### config.mk
export PLATFORM = sky130hd
export DESIGN_NAME = cluster_engine
export DESIGN_NICKNAME = d
export VERILOG_FILES = /design/src/rtl/cluster_pkg.sv /design/src/rtl/cluster_engine_sq_dist3.sv /design/src/rtl/cluster_engine.sv
export SDC_FILE = /design/constraint.sdc
export NUM_CORES = 1
export LEC_CHECK = 0
export ABC_AREA = 1
export CORE_MARGIN = 8
export CORE_UTILIZATION = 60
export DETAILED_ROUTE_END_ITERATION = 8
export GPL_TIMING_DRIVEN = 0
export HOLD_SLACK_MARGIN = 0.15
export PLACE_DENSITY = 0.82
export SYNTH_ARGS = -nofsm -noshare
export SYNTH_HDL_FRONTEND = slang
export SYNTH_SLANG_ARGS = --single-unit
export TNS_END_PERCENT = 1
### constraint.sdc
create_clock -name clk -period 18.9 [get_ports clk]
set_input_delay 3.78 -clock clk [delete_from_list [all_inputs] [get_ports clk]]
set_output_delay 3.78 -clock clk [all_outputs]
set_load 0.05 [all_outputs]
### src/rtl/cluster_pkg.sv
// Shared widths, FSM state encodings and helpers for the point-clustering blocks.
package cluster_pkg;

    localparam int unsigned ADDR_W  = 4;
    localparam int unsigned COORD_W = 8;
    localparam int unsigned LABEL_W = 4;
    localparam int unsigned DIST_W  = 18;

    // Controller states
    localparam logic [2:0] StIdle  = 3'd0;
    localparam logic [2:0] StInit  = 3'd1;
    localparam logic [2:0] StScan  = 3'd2;
    localparam logic [2:0] StCheck = 3'd3;
    localparam logic [2:0] StDone  = 3'd4;

    // Absolute difference of two unsigned coordinates
    function automatic logic [COORD_W-1:0] abs_diff(input logic [COORD_W-1:0] a,
                                                    input logic [COORD_W-1:0] b);
        return (a > b) ? (a - b) : (b - a);
    endfunction

endpackage

### src/rtl/cluster_engine_sq_dist3.sv
// Combinational 3-axis squared Euclidean distance between two 8-bit points.
module sq_dist3
    import cluster_pkg::*;
(
    input  logic [COORD_W-1:0] xa,
    input  logic [COORD_W-1:0] ya,
    input  logic [COORD_W-1:0] za,
    input  logic [COORD_W-1:0] xb,
    input  logic [COORD_W-1:0] yb,
    input  logic [COORD_W-1:0] zb,
    output logic [DIST_W-1:0]  d2
);

    logic [COORD_W-1:0]   dx, dy, dz;
    logic [2*COORD_W-1:0] sx, sy, sz;

    // Three squares of at most 255^2 sum to 195075, which fits 18 bits
    always_comb begin
        dx = abs_diff(xa, xb);
        dy = abs_diff(ya, yb);
        dz = abs_diff(za, zb);
        sx = dx * dx;
        sy = dy * dy;
        sz = dz * dz;
        d2 = DIST_W'(sx) + DIST_W'(sy) + DIST_W'(sz);
    end

endmodule

### src/rtl/cluster_engine.sv
// Label-propagation controller: initialises labels, then sweeps all point pairs
// merging labels of nearby points until a pass makes no change or the pass limit hits.
module cluster_engine
    import cluster_pkg::*;
#(
    parameter int unsigned       N         = 16,
    parameter logic [DIST_W-1:0] THRESH_SQ = 18'd400,
    parameter int unsigned       MAX_PASS  = 8
) (
    input  logic               clk,
    input  logic               rst_n,
    input  logic               start,
    output logic [ADDR_W-1:0]  raddr_i,
    output logic [ADDR_W-1:0]  raddr_j,
    input  logic [COORD_W-1:0] xi,
    input  logic [COORD_W-1:0] yi,
    input  logic [COORD_W-1:0] zi,
    input  logic [COORD_W-1:0] xj,
    input  logic [COORD_W-1:0] yj,
    input  logic [COORD_W-1:0] zj,
    input  logic [LABEL_W-1:0] li,
    input  logic [LABEL_W-1:0] lj,
    output logic               we,
    output logic [ADDR_W-1:0]  waddr,
    output logic [LABEL_W-1:0] wlabel,
    output logic               busy,
    output logic               done,
    output logic               no_conv,
    output logic [4:0]         pass_count
);

    localparam logic [ADDR_W-1:0] LastIdx = ADDR_W'(N - 1);
    localparam logic [ADDR_W-1:0] LastI   = ADDR_W'(N - 2);
    localparam logic [4:0]        MaxPass = 5'(MAX_PASS);

    logic [2:0]        state_q, state_d;
    logic [ADDR_W-1:0] i_q, i_d, j_q, j_d, k_q, k_d;
    logic [4:0]        pass_q, pass_d;
    logic              changed_q, changed_d;
    logic              no_conv_q, no_conv_d;
    logic [DIST_W-1:0] d2;
    logic              hit;

    sq_dist3 u_dist (
        .xa (xi),
        .ya (yi),
        .za (zi),
        .xb (xj),
        .yb (yj),
        .zb (zj),
        .d2 (d2)
    );

    assign hit = (d2 <= THRESH_SQ) && (li != lj);

    // Next-state logic: FSM, pair/init counters, pass counter and flags
    always_comb begin
        state_d   = state_q;
        i_d       = i_q;
        j_d       = j_q;
        k_d       = k_q;
        pass_d    = pass_q;
        changed_d = changed_q;
        no_conv_d = no_conv_q;
        case (state_q)
            StIdle: begin
                if (start) begin
                    state_d   = StInit;
                    k_d       = '0;
                    pass_d    = '0;
                    no_conv_d = 1'b0;
                    changed_d = 1'b0;
                end
            end
            StInit: begin
                k_d = k_q + 1'b1;
                if (k_q == LastIdx) begin
                    state_d = StScan;
                    k_d     = '0;
                    i_d     = '0;
                    j_d     = ADDR_W'(1);
                end
            end
            StScan: begin
                if (hit) changed_d = 1'b1;
                if (j_q == LastIdx) begin
                    if (i_q == LastI) begin
                        pass_d  = pass_q + 1'b1;
                        state_d = StCheck;
                    end else begin
                        i_d = i_q + 1'b1;
                        j_d = i_q + ADDR_W'(2);
                    end
                end else begin
                    j_d = j_q + 1'b1;
                end
            end
            StCheck: begin
                if (!changed_q) begin
                    state_d = StDone;
                end else if (pass_q == MaxPass) begin
                    no_conv_d = 1'b1;
                    state_d   = StDone;
                end else begin
                    changed_d = 1'b0;
                    state_d   = StScan;
                    i_d       = '0;
                    j_d       = ADDR_W'(1);
                end
            end
            StDone:  state_d = StIdle;
            default: state_d = StIdle;
        endcase
    end

    // State registers with synchronous active-low reset
    always_ff @(posedge clk) begin
        if (!rst_n) begin
            state_q   <= StIdle;
            i_q       <= '0;
            j_q       <= '0;
            k_q       <= '0;
            pass_q    <= '0;
            changed_q <= 1'b0;
            no_conv_q <= 1'b0;
        end else begin
            state_q   <= state_d;
            i_q       <= i_d;
            j_q       <= j_d;
            k_q       <= k_d;
            pass_q    <= pass_d;
            changed_q <= changed_d;
            no_conv_q <= no_conv_d;
        end
    end

    // Label write port: identity labels in INIT, merge toward the smaller label in SCAN
    always_comb begin
        we     = 1'b0;
        waddr  = '0;
        wlabel = '0;
        if (state_q == StInit) begin
            we     = 1'b1;
            waddr  = k_q;
            wlabel = k_q;
        end else if ((state_q == StScan) && hit) begin
            we     = 1'b1;
            waddr  = (li > lj) ? i_q : j_q;
            wlabel = (li < lj) ? li : lj;
        end
    end

    assign raddr_i    = i_q;
    assign raddr_j    = j_q;
    assign busy       = (state_q == StInit) || (state_q == StScan) || (state_q == StCheck);
    assign done       = (state_q == StDone);
    assign no_conv    = no_conv_q;
    assign pass_count = pass_q;

endmodule

==> impl_metrics.toml <==
[worst_setup_path]
r2r-start = "raddr_j[0]$_SDFFE_PN0P_"
startpoint_type = "input pin"
worstSetupPathType = "input pin to output port"
arrival_ps = 14480
cp_max_fo = 9
cpLargestDelayFamily = "adder cells"
startpoint = "xi[0]"
cp_slowest_stage_delay_ps = 550
slowest_stage = "fa_1"
cpMostUsedCell = "fa_1"
cp-endpoint = "waddr[2]"
cp.required_ps = 15120
critPathBufInv = 14
regToRegEndpoint = "pass_count[4]$_SDFFE_PN0P_"
reg2reg_slack_ps = 16940
worst_r2r_path_depth = 12
cp.depth = 48
end_kind = "output port"

[floorplanning]
start_util_pct = 61.22
die-area_um2 = 20540
core.rowCount = 46
core_um2 = 15890
io_pins = 84
die_w_um = 143.3
die_h_um = 143.3

[layout]
sequential_cell_area_um2 = 440.4
multi_input_area_um2 = 7860
fill_cells = 1403
syn_to_final_growth_pct = 11.82
most-common-layout-cells = "inv_1, nand2_1, ha_1"
drive_above_1_share_pct = 7.643
antenna_cells = 0
nets = 1747
mostFrequentLayoutCell = "inv_1"

[clock_network]
cts_tree = "built"
cts_setup_buffers = 0
clock_path_buffers = 2
clk_latency_ps = 260
cts_htree_levels = 1
cts.clk_slew.worst_paths_ps = 60
cts_sinks = 22
clock-root-buffer = "clkbuf_16"
cts_buffers = 3

[routing]
drt-initial-drc-count = 444
drcViolationCount = 0
num_vias = 8390
ant_nets = 0
routed_wl_um = 20910
via_per_inst = 5.150
drt-wirelength-per-cell_um = 12.83
dr.pass1.iters = 5

[sta]
final_max_slew_viol_count = 0
rsz0062_at_grt = "false"
timing.fmax_ghz = 0.05478
finalHoldViolations = 0
whs_ps = 486.8
min_period_over_period_pct = 96.59
setup-tns-final_ps = 0
finalSetupViolations = 0
max_slew_margin_pct = 62.17
tightest_slew_ps = 562.4
min_period_ps = 18260
fin_worst_skew_ps = 1.168

[global_routing]
grt_overflow = 0
grt_start_max_net_pins = 13
grt_usage_pct = 21.33
grt_pass1_wl_um = 37050
antenna_found_initial = 0
grt_pass1_vias = 8647

[yosys]
synth_cell_types = 56
synth-main-ff-cell = "dfxtp_1"
netlist.area_leader.share_pct = 25.32
yosys_warnings = 0
synth_seq_cells = 22
syn_avg_cell_area_um2 = 7.335
netlist_area_um2 = 9726
synth_area_leaders = "fa_1, ha_1, inv_1, nand2_1, nor2_1"
synthArstFlopShare_pct = 0
synth-seq-area-share_pct = 4.528
yosys.area.top_type = "fa_1"
synth_nets = 1659
synth_edf_count = 0
synthCells = 1326

[run]
max_cap_violations = 0

[placement]
io_buffer_count = 83
routabilityCongestion = 0.9165
dp_hpwl_um = 18620

[outcome]
status = "finished, final reports clean"

[min_path]
min_path_type = "flop to flop"
min_from = "no_conv$_SDFFE_PN0P_"
logic make-up after synthesis:
| logic type | synth area share [%] |
|---|---|
| adders and majority gates | 44.74 |
| muxes | 0.1029 |
| DFF | 4.528 |
| buffers and inverters | 14.70 |
| and+or+nand+nor | 19.44 |
| xor gates and xnor gates | 5.043 |
| AOI/OAI and AO/OA | 11.44 |
metrics by stage:
stage	util, %	cells	instance area [um2]	worst slack (ps)
after global placement	68.16	1625	10830	259.5
after detailed placement	68.16	1625	10830	50.55
final	68.46	1629	10880	644.9
after CTS	68.71	1629	10920	38.45
after global routing	68.46	1629	10880	62.79
after floorplan	-	1326	9726	1759
flip-flops by register name, indices dropped and copies added (netlist names):
register and count:
changed_q 1, k_q 4, state_q 3, raddr_j 4, raddr_i 4, pass_count 5, no_conv 1
cell type report:
cell class	instances	share of cell area [%]
Sequential cell	22	4.050
Timing Repair Buffer	83	7.225
Clock buffer	4	0.8168
Inverter	350	12.17
Buffer	16	0.9779
Multi-Input combinational cell	938	72.27
Tap cell	216	2.485
worst register-to-register path, delay by kind of cell, from the launching register on:
family	cells	cell delay (ps)
and+or+nand+nor	9	1000
DFF	1	420
adders and majority gates	1	220
buffers and inverters	2	190
cells in the mapped netlist (all sizes together), types with 2 or more instances:
cell / count
a21oi: 81
o221ai: 7
nand3b: 5
nand4: 15
clkbuf: 5
or2: 5
xor2: 41
a21o: 6
a211oi: 3
nor3: 11
o21a: 2
ha: 151
fa: 123
a31oi: 6
a31o: 2
o21ai: 68
xnor2: 15
buf: 11
o21bai: 2
o211ai: 2
dfxtp: 22
nor2: 139
nand3: 26
inv: 349
nand2: 216
worst min path at each step:
stage / end / slack [ps] / depth (start not counted)
after CTS: no_conv$_SDFFE_PN0P_ / 490 / 2
after global routing: no_conv$_SDFFE_PN0P_ / 530 / 2
after detailed placement: no_conv$_SDFFE_PN0P_ / 470 / 2
final: no_conv$_SDFFE_PN0P_ / 490 / 2
after global placement: no_conv$_SDFFE_PN0P_ / 460 / 2
after floorplan: k_q[1]$_SDFFE_PN0P_ / 480 / 2
per-layer routing:
metal / GRT usage [%] / wire (um)
met5: 0 / 0
met1: 26.28 / 9339
met3: 1.792 / 778
met4: 6.419 / 537
met2: 38.75 / 10250
repair_timing:
action                     CTS  global route
gates resized for setup      0            29
setup endpoints to repair    0             9
hold buffers                 0             0
Power is not shown: default switching activity piles up to over one toggle a cycle in this logic, so the estimate is an artifact.
==> patch 1: new RTL, same settings <==
Set the package constant `COORD_W` to 10 (it was 8).
--- a/src/rtl/cluster_pkg.sv
+++ b/src/rtl/cluster_pkg.sv
@@ -2,7 +2,7 @@
 package cluster_pkg;
 
     localparam int unsigned ADDR_W  = 4;
-    localparam int unsigned COORD_W = 8;
+    localparam int unsigned COORD_W = 10;
     localparam int unsigned LABEL_W = 4;
     localparam int unsigned DIST_W  = 18;
 
Ports: changed (6 resized); port bits go from 84 to 96. No check against the original RTL was run, so the function may have changed too.
==> patch 1 against the unedited design <==
Area after synthesis grew 28%. Via count grew 27%. Worst setup slack worse by 0.083 ns. Largest cell class unchanged. Design area increased by 27%. Count of clock-buffer cells in the layout fell by 1. Clock skew grew 0.00054 ns. Critical endpoint is now waddr[1]. Highest routed layer unchanged. Sequential cell count did not move. Sequential share of layout area down 0.85 points. Routed wire length is 35% higher. Register-to-register slack worse by 0.54 ns.
Power is not shown: default switching activity piles up to over one toggle a cycle in this logic, so the estimate is an artifact.
==> patch 1: results (changes against the unedited design) <==
| Metric | Value |
|---|---|
| Run status | `completed (unchanged)` |
| Port Buffer Count | `95 (was 83)` |
| TritonRoute pass-1 iters | `6 (was 5)` |
| Number of buffers inserted to repair setup after CTS | `0 (unchanged)` |
| Synth area leaders | `sky130_fd_sc_hd__fa_1 (33%), sky130_fd_sc_hd__ha_1 (17%), sky130_fd_sc_hd__inv_1 (15%), sky130_fd_sc_hd__nand2_1 (9.2%), sky130_fd_sc_hd__nor2_1 (4.9%) (was sky130_fd_sc_hd__fa_1 (25%), sky130_fd_sc_hd__ha_1 (19%), sky130_fd_sc_hd__inv_1 (13%), sky130_fd_sc_hd__nand2_1 (7.5%), sky130_fd_sc_hd__nor2_1 (4.9%))` |
| Count of inserted antenna diode cells | `0 (unchanged)` |
| Library cells used by synthesis | `49 (was 56)` |
| Cells resized by post-CTS repair | `0 (unchanged)` |
| Clock Path Buffers | `2 (unchanged)` |
| Final clock skew | `0.00171 ns (was 0.00117 ns)` |
| Arrival @ worst endpoint | `14.56 ns (was 14.48 ns)` |
| Clk_lat worst skew | `0.25 ns` |
| Max stage delay on crit path | `0.91 ns (was 0.55 ns)` |
| Number of flip-flops under the largest register name | `5 (unchanged)` |
| Row count | `52 (was 46)` |
| Global-route usage over all layers | `22.5% (was 21.3%)` |
| Slowest-stage cell, CP | `sky130_fd_sc_hd__o21ai_0 (was sky130_fd_sc_hd__fa_1)` |
| Layout cell share with drive strength beyond 1 | `3.13% (was 7.64%)` |
| Clock-pin transition on the worst setup and hold timing paths | `0.06 ns (about the same)` |
| Root Driver | `sky130_fd_sc_hd__clkbuf_16 (unchanged)` |
| Number of vias per cell | `5.18 (was 5.15)` |
| Sequential share of the synthesized area | `3.55% (was 4.53%)` |
| Number of nets at the end of the flow | `2236 (was 1747)` |
| Antenna violations before repair | `0 (unchanged)` |
| Maximum fanout encountered on the critical timing path | `10 (was 9)` |
| Vias in the first global route | `11051 (was 8647)` |
| Placer Congestion | `0.946 (was 0.917)` |
| Actual transition at the worst max-transition pin | `1.19 ns (was 0.562 ns)` |
| Average wire per standard cell | `13.7 um (was 12.8 um)` |
| Primary FF master, synth | `sky130_fd_sc_hd__dfxtp_1 (unchanged)` |
| Maximum number of pins on one net before global-route repair | `12 (was 13)` |
| Wire length of the first global-routing pass | `49100 um (was 37100 um)` |
| Number of buffers created by CTS | `3 (unchanged)` |
| Nets in the synthesized netlist | `2136 (was 1659)` |
| Top cells by count, synth | `sky130_fd_sc_hd__inv_1 (486), sky130_fd_sc_hd__nand2_1 (304), sky130_fd_sc_hd__fa_1 (207) (was sky130_fd_sc_hd__inv_1 (329), sky130_fd_sc_hd__nand2_1 (195), sky130_fd_sc_hd__ha_1 (151))` |
| Sum of net half-perimeters after detailed placement | `25300 um (was 18600 um)` |
| Async S/R FF share, synth | `0% (unchanged)` |
| DRC violation total after the first TritonRoute iteration | `690 (was 444)` |
| H-tree levels | `1 (unchanged)` |
[patch 1: worst max-delay path: cells and delay by family]
family                     cells  cell delay, ns
adders and majority gates     10            4.82
buffers and inverters          9            2.63
and+or+nand+nor               17            1.86
AOI/OAI and AO/OA              4            1.44
[patch 1: cells by family (layout without fill, tap and decap cells)]
| group | count (synthesis) | after routing | synth area share, % |
|---|---|---|---|
| mux | 2 | 2 | 0.161 |
| simple gates | 588 | 588 | 20.4 |
| compound gates | 154 | 154 | 6.79 |
| flops | 22 | 22 | 3.55 |
| xor+xnor | 48 | 48 | 3.56 |
| buf+inv | 507 | 605 | 15.5 |
| fa+ha+maj | 372 | 372 | 50.0 |
[patch 1: path summary, 6_finish.rpt]
check                    startpoint                      end  slack, ns  cells after the start
max                           zi[0]                 waddr[1]       0.56                     40
min reg2reg  changed_q$_SDFFE_PN0P_   changed_q$_SDFFE_PN0P_       0.49                      2
max reg2reg     k_q[0]$_SDFFE_PN0P_  raddr_i[3]$_SDFFE_PN0P_      16.40                      8
min          changed_q$_SDFFE_PN0P_   changed_q$_SDFFE_PN0P_       0.49                      2
[patch 1: layout make-up]
type / instances / area, um^2
inverter: 495 / 1860
multi-input combinational: 1164 / 10000
tap: 270 / 338
clock buffer: 3 / 75.1
timing repair buffer: 95 / 951
buffer: 12 / 71.3
fill: 1708 / 6530
sequential: 22 / 440
[patch 1: through the flow]
stage               setup slack (ns)  utilization [%]  cell area, um^2  instances
floorplan                       2.84                -            12400       1693
global placement               0.781             67.5            13700       2058
detailed placement             0.656             67.5            13700       2058
CTS                            0.636             67.8            13800       2061
global route                  0.0421             67.8            13800       2061
finish                         0.562             67.8            13800       2061
[patch 1: per-layer routing]
layer	vias up	global-route usage (%)	wire, um
met5	-	0	0
met4	0	5.31	654
met3	57	1.75	1790
met2	368	40.7	14100
met1	5042	28.7	11700
li1	5213	-	-
==> patch 2: new RTL, config.mk and constraints unchanged <==
Made on the original files. Take the reset off `i_q`, `j_q` and `k_q` and load them in a clocked block of their own.
--- a/src/rtl/cluster_engine.sv
+++ b/src/rtl/cluster_engine.sv
@@ -117,21 +117,21 @@
     always_ff @(posedge clk) begin
         if (!rst_n) begin
             state_q   <= StIdle;
-            i_q       <= '0;
-            j_q       <= '0;
-            k_q       <= '0;
             pass_q    <= '0;
             changed_q <= 1'b0;
             no_conv_q <= 1'b0;
         end else begin
             state_q   <= state_d;
-            i_q       <= i_d;
-            j_q       <= j_d;
-            k_q       <= k_d;
             pass_q    <= pass_d;
             changed_q <= changed_d;
             no_conv_q <= no_conv_d;
         end
+    end
+
+    always_ff @(posedge clk) begin
+        i_q <= i_d;
+        j_q <= j_d;
+        k_q <= k_d;
     end
 
     // Label write port: identity labels in INIT, merge toward the smaller label in SCAN
Function: same outputs for any inputs over 10 cycles, from zero or initial values and one cycle with rst_n low; that may be too few to reach the edited logic, so the function may still have changed.
==> patch 2 against the unedited design <==
Synthesized cell count rose by 1.2%. Via count rose by 0.68%. Design area rose by 2.8%. Worst setup slack improved by 0.16 ns. Routed wire length fell by 1.9%. Sequential cell count did not move. Area after synthesis rose by 2.3%. Largest cell class unchanged.
Power is not shown: default switching activity piles up to over one toggle a cycle in this logic, so the estimate is an artifact.
==> patch 2: results (changes against the unedited design) <==
| Metric | Value |
|---|---|
| Final WL | `20500 um (was 20900 um)` |
| Placer Congestion | `0.891 (was 0.917)` |
| Internal reg-to-reg setup slack | `16.65 ns (was 16.94 ns)` |
| DRC violation total after the first TritonRoute iteration | `347 (was 444)` |
| TritonRoute pass-1 iters | `7 (was 5)` |
| Share of cell area taken by muxes after synthesis | `0.214% (was 0.103%)` |
| Synthesized-area fraction occupied by xor and xnor cells | `5.28% (was 5.04%)` |
| Arrival @ worst endpoint | `14.32 ns (was 14.48 ns)` |
| Layout cell share with drive strength beyond 1 | `7.42% (was 7.64%)` |
| Maximum fanout encountered on the critical timing path | `9 (unchanged)` |
| Library cells used by synthesis | `51 (was 56)` |
| Vias in the first global route | `8803 (was 8647)` |
| Sum of net half-perimeters after detailed placement | `18300 um (was 18600 um)` |
| Place WS | `0.427 ns (was 0.0506 ns)` |
| Number of flip-flops under the largest register name | `5 (unchanged)` |
| Sequential share of the synthesized area | `5.63% (was 4.53%)` |
| Primary FF master, synth | `sky130_fd_sc_hd__edfxtp_1 (was sky130_fd_sc_hd__dfxtp_1)` |
| Top cells by count, synth | `sky130_fd_sc_hd__inv_1 (348), sky130_fd_sc_hd__nand2_1 (199), sky130_fd_sc_hd__ha_1 (151) (was sky130_fd_sc_hd__inv_1 (329), sky130_fd_sc_hd__nand2_1 (195), sky130_fd_sc_hd__ha_1 (151))` |
| Global-route usage over all layers | `20.8% (was 21.3%)` |
| Adder-cell share of the synthesized area | `43.7% (was 44.7%)` |
| Period Utilization, post-route | `95.7% (was 96.6%)` |
| Maximum number of pins on one net before global-route repair | `14 (was 13)` |
| Wire length of the first global-routing pass | `36900 um (was 37100 um)` |
| Number of enable flip-flop cells after synthesis | `12 (was 0)` |
| Total number of vias | `8447 (was 8390)` |
| Final clock skew | `0.00397 ns (was 0.00117 ns)` |
| # fillers | `1415 (was 1403)` |
| Nets in the synthesized netlist | `1675 (was 1659)` |
| Cells resized by post-CTS repair | `0 (unchanged)` |
| Max stage delay on crit path | `0.55 ns (about the same)` |
| Actual transition at the worst max-transition pin | `0.851 ns (was 0.562 ns)` |
| Run status | `completed (unchanged)` |
-- patch 2: cell count changes in the layout (fill, tap and decap cells not counted), moves of 12 or more --
cell,unedited run,this run
sky130_fd_sc_hd__inv_1,329,348
sky130_fd_sc_hd__o21ai_0,39,24
sky130_fd_sc_hd__o21ai_1,20,6
sky130_fd_sc_hd__dfxtp_1,22,10
sky130_fd_sc_hd__edfxtp_1,0,12
sky130_fd_sc_hd__nand3_1,24,36
-- patch 2: final timing paths --
| path | from | depth (start not counted) | endpoint |
|---|---|---|---|
| worst max-delay path | xi[0] | 49 | wlabel[1] |
| worst min-delay path | no_conv$_SDFFE_PN0P_ | 2 | no_conv$_SDFFE_PN0P_ |
| worst max register to register | pass_count[0]$_SDFFE_PN0P_ | 7 | raddr_i[3]$_SDFFCE_PN0P_ |
| worst min register to register | no_conv$_SDFFE_PN0P_ | 2 | no_conv$_SDFFE_PN0P_ |
-- patch 2: worst max-delay path, delay by kind of cell --
kind	cells	cell delay [ns]
adder cells (fa/ha/maj)	14	6.21
AND/OR/NAND/NOR	18	2.09
buffers and inverters	13	1.67
AO/OA/AOI/OAI	3	0.38
XOR/XNOR	1	0.20
-- patch 2: per-stage QoR --
step	hold slack, ns	utilization [%]	cell area [um^2]	instances
5_1_grt	0.503	68.2	11200	1649
4_1_cts	0.468	68.0	11200	1649
6_report	0.467	68.2	11200	1649
3_3_place_gp	0.443	67.4	11100	1645
2_1_floorplan	0.511	-	9950	1342
3_5_place_dp	0.452	67.4	11100	1645
-- patch 2: layer usage --
metal	vias to the layer above	part of all wire (%)	global-route usage (%)
met5	-	0	0
met4	0	0.69	2.46
met3	16	3.2	1.12
met2	150	52	39.6
met1	3994	44	25.8
li1	4287	-	-
-- patch 2: logic make-up after synthesis --
| kind of cell | count (synthesis) |
|---|---|
| fa+ha+maj | 274 |
| xor+xnor | 60 |
| compound gates | 145 |
| flops | 22 |
| mux | 2 |
| buf+inv | 382 |
| simple gates | 457 |
-- patch 2: area by class of cell --
cell class | instances | area (um^2) | share of cell area, %
Buffer | 15 | 105 | 0.940
Clock buffer | 3 | 75.1 | 0.671
Clock inverter | 1 | 30.0 | 0.269
Inverter | 367 | 1390 | 12.4
Multi-Input combinational cell | 938 | 7900 | 70.6
Sequential cell | 22 | 561 | 5.01
Tap cell | 220 | 275 | 2.46
Timing Repair Buffer | 83 | 853 | 7.63
